==> config.mk <==
export PLATFORM = sky130hd
export DESIGN_NAME = spi_master_ctrl_flat
export DESIGN_NICKNAME = d
export VERILOG_FILES = /design/src/rtl/spi_master_ctrl_if.sv /design/src/rtl/spi_master_ctrl.sv /design/src/flat_wrapper.sv
export SDC_FILE = /design/constraint.sdc
export NUM_CORES = 1
export LEC_CHECK = 0
export CAP_MARGIN = 20
export CELL_PAD_IN_SITES_DETAIL_PLACEMENT = 1
export CELL_PAD_IN_SITES_GLOBAL_PLACEMENT = 1
export CORE_MARGIN = 5
export CORE_UTILIZATION = 46
export DETAILED_ROUTE_END_ITERATION = 7
export PLACE_DENSITY = 0.81
export SYNTH_ARGS = -nofsm -noshare
export SYNTH_HDL_FRONTEND = slang
export SYNTH_SLANG_ARGS = --single-unit
==> constraint.sdc <==
create_clock -name clk -period 3 [get_ports clk]
set_input_delay 0.45 -clock clk [delete_from_list [all_inputs] [get_ports clk]]
set_output_delay 0.45 -clock clk [all_outputs]
set_load 0.05 [all_outputs]
==> src/rtl/spi_master_ctrl_if.sv <==
// Command-side handshake and SPI pad signals of the SPI initiator.
// master: the controller; slave: command logic plus the peripheral.
interface spi_master_ctrl_if #(
    parameter int DATA_W = 8
);
    logic              start;
    logic [DATA_W-1:0] tx_data;
    logic              busy;
    logic              done;
    logic [DATA_W-1:0] rx_data;
    logic              sclk;
    logic              mosi;
    logic              miso;
    logic              cs_n;

    modport master (
        input  start, tx_data, miso,
        output busy, done, rx_data, sclk, mosi, cs_n
    );

    modport slave (
        output start, tx_data, miso,
        input  busy, done, rx_data, sclk, mosi, cs_n
    );
endinterface

==> src/rtl/spi_master_ctrl.sv <==
// SPI mode-0 initiator, MSB first, full duplex.
// One DATA_W-bit word per accepted start; done pulses with rx_data.
module spi_master_ctrl #(
    parameter int DATA_W  = 8,
    parameter int CLK_DIV = 4
) (
    input  logic clk,
    input  logic rst_n,
    spi_master_ctrl_if.master bus
);
    localparam int DIV_W  = $clog2(CLK_DIV);
    localparam int EDGE_W = $clog2(2 * DATA_W + 1);
    localparam logic [DIV_W-1:0]  DIV_LAST  = DIV_W'(CLK_DIV - 1);
    localparam logic [EDGE_W-1:0] EDGE_LAST = EDGE_W'(2 * DATA_W);

    typedef enum logic [1:0] {
        IDLE,
        SETUP,
        XFER,
        HOLD
    } state_e;

    state_e              state_q, state_d;
    logic                cs_n_q, cs_n_d;
    logic                sclk_q, sclk_d;
    logic                mosi_q, mosi_d;
    logic                busy_q, busy_d;
    logic                done_q, done_d;
    logic [DATA_W-1:0]   rx_data_q, rx_data_d;
    logic [DATA_W-1:0]   tx_shift_q, tx_shift_d;
    logic [DATA_W-1:0]   rx_shift_q, rx_shift_d;
    logic [DIV_W-1:0]    div_cnt_q, div_cnt_d;
    logic [EDGE_W-1:0]   edge_cnt_q, edge_cnt_d;
    logic                div_tick;
    logic [EDGE_W-1:0]   edge_nxt;

    always_ff @(posedge clk or negedge rst_n) begin
        if (!rst_n) begin
            state_q    <= IDLE;
            cs_n_q     <= 1'b1;
            sclk_q     <= 1'b0;
            mosi_q     <= 1'b0;
            busy_q     <= 1'b0;
            done_q     <= 1'b0;
            rx_data_q  <= '0;
            tx_shift_q <= '0;
            rx_shift_q <= '0;
            div_cnt_q  <= '0;
            edge_cnt_q <= '0;
        end else begin
            state_q    <= state_d;
            cs_n_q     <= cs_n_d;
            sclk_q     <= sclk_d;
            mosi_q     <= mosi_d;
            busy_q     <= busy_d;
            done_q     <= done_d;
            rx_data_q  <= rx_data_d;
            tx_shift_q <= tx_shift_d;
            rx_shift_q <= rx_shift_d;
            div_cnt_q  <= div_cnt_d;
            edge_cnt_q <= edge_cnt_d;
        end
    end

    always_comb begin
        state_d    = state_q;
        cs_n_d     = cs_n_q;
        sclk_d     = sclk_q;
        mosi_d     = mosi_q;
        done_d     = 1'b0;
        rx_data_d  = rx_data_q;
        tx_shift_d = tx_shift_q;
        rx_shift_d = rx_shift_q;
        div_cnt_d  = div_cnt_q;
        edge_cnt_d = edge_cnt_q;
        div_tick   = (div_cnt_q == DIV_LAST);
        edge_nxt   = edge_cnt_q + 1'b1;

        unique case (state_q)
            IDLE: begin
                if (bus.start) begin
                    tx_shift_d = bus.tx_data;
                    cs_n_d     = 1'b0;
                    mosi_d     = bus.tx_data[DATA_W-1];
                    div_cnt_d  = '0;
                    edge_cnt_d = '0;
                    state_d    = SETUP;
                end
            end
            SETUP: begin
                if (div_tick) begin
                    div_cnt_d  = '0;
                    sclk_d     = 1'b1;
                    edge_cnt_d = EDGE_W'(1);
                    rx_shift_d = {rx_shift_q[DATA_W-2:0], bus.miso};
                    state_d    = XFER;
                end else begin
                    div_cnt_d = div_cnt_q + 1'b1;
                end
            end
            XFER: begin
                if (div_tick) begin
                    div_cnt_d  = '0;
                    edge_cnt_d = edge_nxt;
                    // odd edge numbers are sclk rises
                    if (edge_nxt[0]) begin
                        sclk_d     = 1'b1;
                        rx_shift_d = {rx_shift_q[DATA_W-2:0], bus.miso};
                    end else begin
                        sclk_d = 1'b0;
                        if (edge_nxt == EDGE_LAST) begin
                            state_d = HOLD;
                        end else begin
                            tx_shift_d = tx_shift_q << 1;
                            mosi_d     = tx_shift_q[DATA_W-2];
                        end
                    end
                end else begin
                    div_cnt_d = div_cnt_q + 1'b1;
                end
            end
            HOLD: begin
                if (div_tick) begin
                    div_cnt_d  = '0;
                    edge_cnt_d = '0;
                    cs_n_d     = 1'b1;
                    mosi_d     = 1'b0;
                    rx_data_d  = rx_shift_q;
                    done_d     = 1'b1;
                    state_d    = IDLE;
                end else begin
                    div_cnt_d = div_cnt_q + 1'b1;
                end
            end
            default: state_d = IDLE;
        endcase

        busy_d = (state_d != IDLE);
    end

    assign bus.busy    = busy_q;
    assign bus.done    = done_q;
    assign bus.rx_data = rx_data_q;
    assign bus.sclk    = sclk_q;
    assign bus.mosi    = mosi_q;
    assign bus.cs_n    = cs_n_q;
endmodule
==> src/flat_wrapper.sv <==
// flat-port wrapper written by rule: the top's interface ports become plain ports
module spi_master_ctrl_flat 
#(
    parameter int DATA_W  = 8,
    parameter int CLK_DIV = 4
)
  (clk, rst_n, bus_start, bus_tx_data, bus_miso, bus_busy, bus_done, bus_rx_data, bus_sclk, bus_mosi, bus_cs_n);
  spi_master_ctrl_if #(.DATA_W(DATA_W)) bus_i ();
  input  logic clk;
  input  logic rst_n;
  input wire logic [$bits(bus_i.start)-1:0] bus_start;
  input wire logic [$bits(bus_i.tx_data)-1:0] bus_tx_data;
  input wire logic [$bits(bus_i.miso)-1:0] bus_miso;
  output wire logic [$bits(bus_i.busy)-1:0] bus_busy;
  output wire logic [$bits(bus_i.done)-1:0] bus_done;
  output wire logic [$bits(bus_i.rx_data)-1:0] bus_rx_data;
  output wire logic [$bits(bus_i.sclk)-1:0] bus_sclk;
  output wire logic [$bits(bus_i.mosi)-1:0] bus_mosi;
  output wire logic [$bits(bus_i.cs_n)-1:0] bus_cs_n;
  assign bus_i.start = bus_start;
  assign bus_i.tx_data = bus_tx_data;
  assign bus_i.miso = bus_miso;
  assign bus_busy = bus_i.busy;
  assign bus_done = bus_i.done;
  assign bus_rx_data = bus_i.rx_data;
  assign bus_sclk = bus_i.sclk;
  assign bus_mosi = bus_i.mosi;
  assign bus_cs_n = bus_i.cs_n;
  spi_master_ctrl #(.DATA_W(DATA_W), .CLK_DIV(CLK_DIV)) u_core (.clk(clk), .rst_n(rst_n), .bus(bus_i));
endmodule
==> out/results.txt, run 1 <==
Status = finished clean
Number of global-route vias before repair = 1,448
Antenna viol nets, final = 0
Met1 Usage GRT = 0.221
Synth Instances = 159
Total Nets Final = 208
Endpoints failing setup = 0
Reg2reg end = u_core.tx_shift_q[4]
Post-Syn Area = 1840 um^2
Max cap viols = 0
CTS tree = yes
Antenna violations before repair = 0
RSZ-0062 raised after global routing = false
Number of cells on the critical path = 6
Clock skew = 0.00718 ns
GR peak layer = met2
Clk root buf = clkbuf_8
GR Util met3 = 0.0424
Via Count = 1,314
ANT cells = 0
PostCTS Resize Cnt = 0
Delay-heaviest family, CP = adder cells
Layout cells sized above 1 = 0.239
Multi-input gate area = 868 um^2
Slew Limit Fails = 0
First-pass GRT wire length = 7250 um
Worst min path class = reg2reg
Yosys cell types = 36
Fillers = 401
Fmax = 0.406 GHz
GRT Overall Usage = 0.179
Die span in y = 73.3 um
PwrDens = 434 nW/um^2
Final core occ = 0.567
Min Hold Slack = 0.510 ns
Port Buffers = 24
Tmin final = 2.46 ns
Max Root-Sink Buffers = 2
Worst Reg2Reg Path Length in Cells = 6
PnR worst setup slack = 0.536 ns
Worst-Skew Late Latency = 0.29 ns
Fin cells = 238
Post-DP HPWL = 2990 um
Worst ir drop on vdd = 0.326 mV
Post-CTS Setup Inserts = 0
Drt pass-1 iters = 4
Kind of critical path = reg2reg
CP Capture Type = flop
I/O pin count = 25
Critical-path maximum fanout = 19
End point of the critical path = u_core.tx_shift_q[4]
Drt total wl = 4210 um
Overflow after GRT = 0
Clock sink total = 37
Die area = 5370 um^2
Starting Density = 0.467
Drc violations = 0
Sequential share of the synthesized area = 0.503
R2r setup slk = 0.54 ns
Detailed Route Iter0 Violations = 38
CP Data Required Time = 3.17 ns
Routing usage on met2 = 0.303
Worst setup SP type = flop
Syn avg cell area = 11.6 um^2
Core Rows = 23
WP data arrival = 2.63 ns
CTS clk-pin slew, worst paths = 0.08 ns
GP Congestion = 0.814
Yosys reg bits = 37
CP startpoint = u_core.state_q[0]
Worst slew margin = 0.500
Measured slew at the worst slew-check pin = 0.751 ns
Largest net degree at the start of global routing = 38
Max stage delay on crit path = 0.66 ns
Most common cell after layout, fill and taps aside = dfrtp_1
Die width = 73.3 um
Final hold violation count = 0
Area Overhead vs Synth = 21.4%
Final worst-path cycle share = 0.821
Synth Net Count = 180
Buf+Inv Stages, Crit Path = 1
Critical Path, Cell by Cell = inv_1 > ha_1 > nand3_1 > nor2_1 > a21oi_4 > mux2_2
FF/Latch Area = 927 um^2
Post-CTS Hold Buffers = 0
Final TNS setup = 0 ns
Yosys warnings = 0
H-Tree Level Count = 2
Wire per inst = 17.7 um
Leak = 0.00102 uW
Slowest cell on crit path = ha_1
Total CTS buffers = 5
Drt via density = 5.52
Placed instance count = 230
Most frequent cells in the layout = dfrtp_1 (36), mux2_2 (29), clkdlybuf4s50_1 (24), nor2_1 (12), o21ai_0 (12)
Core footprint = 3940 um^2
Dpl ws = 0.602 ns
Worst reg2reg path startpoint = u_core.state_q[0]
report_power, final:
part,internal [uW],switching [uW]
combinational,17.5,13.2
clock,250,182
sequential,504,3.88
layer usage:
metal / vias up / wire, um
met5: - / 0
met4: 0 / 74
met3: 8 / 118
met2: 22 / 2200
met1: 670 / 1820
li1: 614 / -
area by class of cell:
class / count / share of cell area
repair buffers: 25 / 0.111
well taps: 50 / 0.0280
flip-flops and latches: 37 / 0.415
clock buffers: 6 / 0.0325
multi-input cells: 113 / 0.388
inverters: 5 / 0.00839
clock inverters: 2 / 0.0173
worst reg2reg max path: cells and delay by family (launching register included):
| kind | cells | cell delay, ns |
|---|---|---|
| DFF | 1 | 0.45 |
| AOI/OAI and AO/OA | 1 | 0.14 |
| buffers and inverters | 1 | 0.14 |
| and+or+nand+nor | 2 | 0.65 |
| muxes | 1 | 0.31 |
| adders and majority gates | 1 | 0.66 |
worst min-delay path by stage:
stage / start / end / depth (start not counted)
after detailed placement: u_core.tx_shift_q[0] / u_core.tx_shift_q[0] / 1
after global routing: u_core.tx_shift_q[3] / u_core.tx_shift_q[3] / 1
after CTS: u_core.tx_shift_q[0] / u_core.tx_shift_q[0] / 1
after global placement: u_core.div_cnt_q[1] / u_core.div_cnt_q[1] / 2
final: u_core.tx_shift_q[0] / u_core.tx_shift_q[0] / 1
after floorplan: rst_n / u_core.bus.busy / 0
flip-flops by register name, summed over array words and instances (netlist names):
signal	cells
u_core.bus.busy	1
u_core.bus.cs_n	1
u_core.bus.done	1
u_core.bus.mosi	1
u_core.bus.rx_data	8
u_core.bus.sclk	1
u_core.div_cnt_q	2
u_core.edge_cnt_q	5
u_core.rx_shift_q	8
u_core.state_q	2
u_core.tx_shift_q	7
synth_stat cells (all sizes together):
cell type / n / area (um^2)
o21a: 2 / 15.0
a21oi: 7 / 50.1
or4: 1 / 7.51
clkbuf: 1 / 3.75
inv: 5 / 18.8
and2: 1 / 6.26
a21o: 2 / 15.0
nand2: 11 / 41.3
nand2b: 3 / 18.8
nor2b: 3 / 18.8
dfstp: 1 / 26.3
o21ai: 14 / 77.6
nand4b: 1 / 8.76
ha: 9 / 113
a22o: 2 / 18.8
a211oi: 1 / 7.51
nor3: 3 / 20.0
mux2: 29 / 327
dfrtp: 36 / 901
nor2: 12 / 45.0
a21boi: 2 / 15.0
nor4: 1 / 6.26
nor3b: 1 / 7.51
o221ai: 1 / 8.76
o31ai: 2 / 15.0
or2: 1 / 6.26
nand3: 4 / 20.0
buf: 3 / 23.8
per-stage QoR:
| step | power [uW] | cell area (um^2) |
|---|---|---|
| after detailed placement | 550 | 2120 |
| after floorplan | 521 | 1840 |
| after CTS | 981 | 2240 |
| after global placement | 548 | 2120 |
| final | 970 | 2240 |
| after global routing | 1010 | 2240 |
cell families (layout without fill, tap and decap cells):
group                    count (synthesis)  after routing  share of synthesized area
buffers and inverters                    9             38                     0.0251
adder cells (fa/ha/maj)                  9              9                     0.0611
AO/OA/AOI/OAI                           33             33                      0.121
AND/OR/NAND/NOR                         42             42                      0.112
multiplexers                            29             29                      0.177
flip-flops                              37             37                      0.503
Power figures use the tool's default switching activity.
==> run 2, diff against run 1 <==
--- a/config.mk
+++ b/config.mk
@@ -9,9 +9,9 @@
 export CELL_PAD_IN_SITES_DETAIL_PLACEMENT = 1
 export CELL_PAD_IN_SITES_GLOBAL_PLACEMENT = 1
 export CORE_MARGIN = 5
-export CORE_UTILIZATION = 46
+export CORE_UTILIZATION = 39
 export DETAILED_ROUTE_END_ITERATION = 7
-export PLACE_DENSITY = 0.81
+export PLACE_DENSITY = 0.73
 export SYNTH_ARGS = -nofsm -noshare
 export SYNTH_HDL_FRONTEND = slang
 export SYNTH_SLANG_ARGS = --single-unit
==> constraint.sdc (replaced) <==
create_clock -name clk -period 2.25 [get_ports clk]
set_input_delay 0.3375 -clock clk [delete_from_list [all_inputs] [get_ports clk]]
set_output_delay 0.3375 -clock clk [all_outputs]
set_load 0.05 [all_outputs]
==> out/results.txt, run 2 (synthesized netlist as in run 1, its figures left out) <==
Die area = 6200 um^2
Critical-path maximum fanout = 10
Worst setup SP type = flop
Antenna violations before repair = 0
Final TNS setup = 0 ns
Starting Density = 0.395
Measured slew at the worst slew-check pin = 0.817 ns
CTS tree = yes
Tmin final = 2.09 ns
Core footprint = 4660 um^2
Largest net degree at the start of global routing = 38
Most common cell after layout, fill and taps aside = dfrtp_1
RSZ-0062 raised after global routing = false
Drt via density = 5.36
Overflow after GRT = 0
Fmax = 0.477 GHz
Endpoints failing setup = 0
Final worst-path cycle share = 0.931
Drt total wl = 3970 um
Status = finished clean
Antenna viol nets, final = 0
I/O pin count = 25
Core Rows = 25
Worst slew margin = 0.455
Clock sink total = 37
Max cap viols = 0
Port Buffers = 24
Total Nets Final = 210
Die span in y = 78.7 um
Via Count = 1,309
Post-CTS Setup Inserts = 0
Layout cells sized above 1 = 0.258
Max Root-Sink Buffers = 2
Dpl ws = 0.169 ns
WP data arrival = 2.26 ns
Drt pass-1 iters = 4
PwrDens = 582 nW/um^2
Clock skew = 0.0118 ns
Slew Limit Fails = 0
Clk root buf = clkbuf_8
PostCTS Resize Cnt = 0
Total CTS buffers = 5
Most frequent cells in the layout = dfrtp_1 (36), mux2_2 (29), clkdlybuf4s50_1 (23), nor2_1 (12), o21ai_0 (12)
Area Overhead vs Synth = 22.7%
CP Data Required Time = 2.42 ns
ANT cells = 0
Leak = 0.00103 uW
Number of global-route vias before repair = 1,460
First-pass GRT wire length = 7030 um
GP Congestion = 0.796
CTS clk-pin slew, worst paths = 0.08 ns
Worst min path class = in2async
Post-CTS Hold Buffers = 0
GRT Overall Usage = 0.142
Worst-Skew Late Latency = 0.29 ns
Die width = 78.7 um
Final hold violation count = 0
Detailed Route Iter0 Violations = 77
Worst Reg2Reg Path Length in Cells = 6
H-Tree Level Count = 2
Worst ir drop on vdd = 0.399 mV
Drc violations = 0
Kind of critical path = reg2reg
Wire per inst = 16.3 um
Post-DP HPWL = 2970 um
CP Capture Type = flop
PnR worst setup slack = 0.156 ns
==> run 2: report_power, final <==
part | leakage [uW] | switching [uW] | internal (uW)
clock network | 0.0000574 | 237 | 360
registers | 0.000459 | 5.21 | 672
logic | 0.000518 | 18.0 | 21.4
total | 0.00103 | 260 | 1050
==> run 2: final cells by class <==
type / count / area, um^2
clock inverters: 2 / 37.5
well taps: 54 / 67.6
repair buffers: 27 / 258
multi-input cells: 113 / 868
clock buffers: 6 / 82.6
fillers: 495 / 2400
inverters: 5 / 18.8
flip-flops and latches: 37 / 927
==> run 2: final timing paths <==
path | from | slack [ns] | end
setup / recovery | u_core.state_q[0] | 0.16 | u_core.rx_shift_q[0]
hold / removal | rst_n | 0.13 | u_core.edge_cnt_q[1]
setup reg to reg | u_core.state_q[0] | 0.16 | u_core.rx_shift_q[0]
hold reg to reg | u_core.bus.sclk | 0.51 | u_core.bus.sclk
max in group asynchronous | rst_n | 1.59 | u_core.bus.busy
min in group clk | u_core.bus.sclk | 0.51 | u_core.bus.sclk
==> run 2: worst max-delay path, stage by stage, from the launching register on <==
cell	delay, ns
dfrtp_1	0.46
inv_1	0.12
ha_1	0.36
inv_1	0.15
nor2_1	0.09
o21ai_2	0.40
mux2_2	0.39
==> run 2: metal layers <==
| layer | global-route usage | share of wire | vias to the layer above |
|---|---|---|---|
| met4 | 0.0420 | 0.0088 | 0 |
| li1 | - | - | 617 |
| met1 | 0.176 | 0.44 | 670 |
| met5 | 0 | 0 | - |
| met3 | 0.0317 | 0.029 | 5 |
| met2 | 0.248 | 0.52 | 17 |
==> run 2: stage by stage <==
| stage | std cells | utilization | hold WS [ns] | instance area (um^2) | power (uW) |
|---|---|---|---|---|---|
| floorplan | 159 | - | 0.0419 | 1840 | 695 |
| CTS | 244 | 0.485 | 0.174 | 2260 | 1340 |
| detailed placement | 236 | 0.459 | 0.482 | 2140 | 731 |
| global placement | 236 | 0.459 | 0.467 | 2140 | 729 |
| finish | 244 | 0.485 | 0.131 | 2260 | 1310 |
| global route | 244 | 0.485 | 0.212 | 2260 | 1370 |
==> run 3, diff against run 2 <==
--- a/config.mk
+++ b/config.mk
@@ -11,7 +11,7 @@
 export CORE_MARGIN = 5
 export CORE_UTILIZATION = 39
 export DETAILED_ROUTE_END_ITERATION = 7
-export PLACE_DENSITY = 0.73
+export PLACE_DENSITY_LB_ADDON = 0.1
 export SYNTH_ARGS = -nofsm -noshare
 export SYNTH_HDL_FRONTEND = slang
 export SYNTH_SLANG_ARGS = --single-unit
==> out/results.txt, run 3 (synthesized netlist as in run 1, its figures left out) <==
Max cap viols = 0
Post-CTS Hold Buffers = 0
Most common cell after layout, fill and taps aside = dfrtp_1
RSZ-0062 raised after global routing = false
Drc violations = 0
H-Tree Level Count = 2
Port Buffers = 24
Total Nets Final = 210
Overflow after GRT = 0
Status = finished clean
Clock skew = 0.00529 ns
Wire per inst = 16.9 um
Kind of critical path = reg2reg
Fillers = 505
CTS tree = yes
Fin area = 2270 um^2
Layout cells sized above 1 = 0.258
Clock sink total = 37
Measured slew at the worst slew-check pin = 0.842 ns
Worst reg2reg path startpoint = u_core.state_q[0]
Detailed Route Iter0 Violations = 67
Most frequent cells in the layout = dfrtp_1 (36), mux2_2 (29), clkdlybuf4s50_1 (23), nor2_1 (12), o21ai_0 (12)
Final hold violation count = 0
Post-DP HPWL = 2920 um
Max Root-Sink Buffers = 2
PostCTS Resize Cnt = 0
Worst ir drop on vdd = 0.335 mV
Worst Reg2Reg Path Length in Cells = 6
Worst-Skew Late Latency = 0.29 ns
GP Congestion = 0.795
Tmin final = 2.08 ns
Final core occ = 0.488
Core Rows = 25
Drt total wl = 4130 um
Core footprint = 4660 um^2
Number of global-route vias before repair = 1,417
Clk pwr share = 0.489
Antenna violations before repair = 0
Clk root buf = clkbuf_8
CP Capture Type = flop
CTS clk-pin slew, worst paths = 0.08 ns
Seq pwr share = 0.483
R2r setup slk = 0.17 ns
First-pass GRT wire length = 7160 um
Switching portion of total power = 0.191
Slew Limit Fails = 0
Worst min path class = in2async
Worst setup SP type = flop
Antenna viol nets, final = 0
Largest net degree at the start of global routing = 38
GRT Overall Usage = 0.148
CP Data Required Time = 2.42 ns
Die area = 6200 um^2
ANT cells = 0
Final worst-path cycle share = 0.926
Die width = 78.7 um
Reg2reg end = u_core.rx_shift_q[0]
Starting Density = 0.395
Leak = 0.00104 uW
Power Internal = 1130 uW
Tot Pwr = 1400 uW
Worst slew margin = 0.439
Drt via density = 5.33
Final TNS setup = 0 ns
Psw = 268 uW
PwrDens = 616 nW/um^2
Post-CTS Setup Inserts = 0
I/O pin count = 25
Drt pass-1 iters = 4
Critical-path maximum fanout = 14
WP data arrival = 2.25 ns
Gate power share = 0.028
Via Count = 1,300
Fmax = 0.480 GHz
Endpoints failing setup = 0
Multi-input gate area = 868 um^2
Die span in y = 78.7 um
Area Overhead vs Synth = 23.4%
Placed inst area = 2140 um^2
FF/Latch Area = 927 um^2
Total CTS buffers = 5
CP startpoint = u_core.state_q[0]
[run 3: changes by cell type in the layout (fill, tap and decap cells not counted)]
| cell | change |
|---|---|
| clkbuf_8 | -1 |
| clkinvlp_4 | -1 |
| bufinv_16 | +1 |
| clkinv_2 | +1 |
[run 3: power by group through the flow]
stage / clock network [uW] / logic, uW / registers (uW)
floorplan: 0 / 6.87 / 688
global placement: 0 / 40.1 / 690
detailed placement: 0 / 41.4 / 690
CTS: 702 / 41.5 / 677
global route: 744 / 45.3 / 678
finish: 685 / 39.3 / 677
[run 3: critical path, cell delays in order (launching register included)]
cell and delay [ns]:
dfrtp_1 0.45, inv_1 0.11, ha_1 0.39, inv_1 0.16, nor2_1 0.08, o21ai_2 0.39
mux2_2 0.39
[run 3: stage by stage]
stage | instances | hold WS [ns] | setup slack, ns
after floorplan | 159 | 0.0419 | 0.444
after global placement | 236 | 0.465 | 0.277
after detailed placement | 236 | 0.486 | 0.183
after CTS | 244 | 0.188 | 0.144
after global routing | 244 | 0.229 | 0.00149
final | 244 | 0.154 | 0.167
[run 3: layout make-up]
type,instances,area share
Multi-Input combinational cell,113,0.382
Clock inverter,3,0.0286
Clock buffer,5,0.0303
Sequential cell,37,0.408
Tap cell,54,0.0297
Timing Repair Buffer,27,0.113
Inverter,5,0.00826
[run 3: per-layer routing]
| metal | global-route usage | vias to the layer above | wire [um] |
|---|---|---|---|
| met5 | 0 | - | 0 |
| met1 | 0.201 | 655 | 1900 |
| met2 | 0.235 | 21 | 2070 |
| met4 | 0.0472 | 0 | 42 |
| met3 | 0.0340 | 4 | 114 |
| li1 | - | 620 | - |
[run 3: worst max path at each step]
stage / slack (ns) / cells after the start / endpoint
floorplan: 0.44 / 6 / u_core.tx_shift_q[1]
global placement: 0.28 / 6 / u_core.tx_shift_q[2]
detailed placement: 0.18 / 6 / u_core.tx_shift_q[1]
CTS: 0.14 / 6 / u_core.tx_shift_q[1]
global route: 0.001 / 6 / u_core.edge_cnt_q[4]
finish: 0.17 / 6 / u_core.rx_shift_q[0]
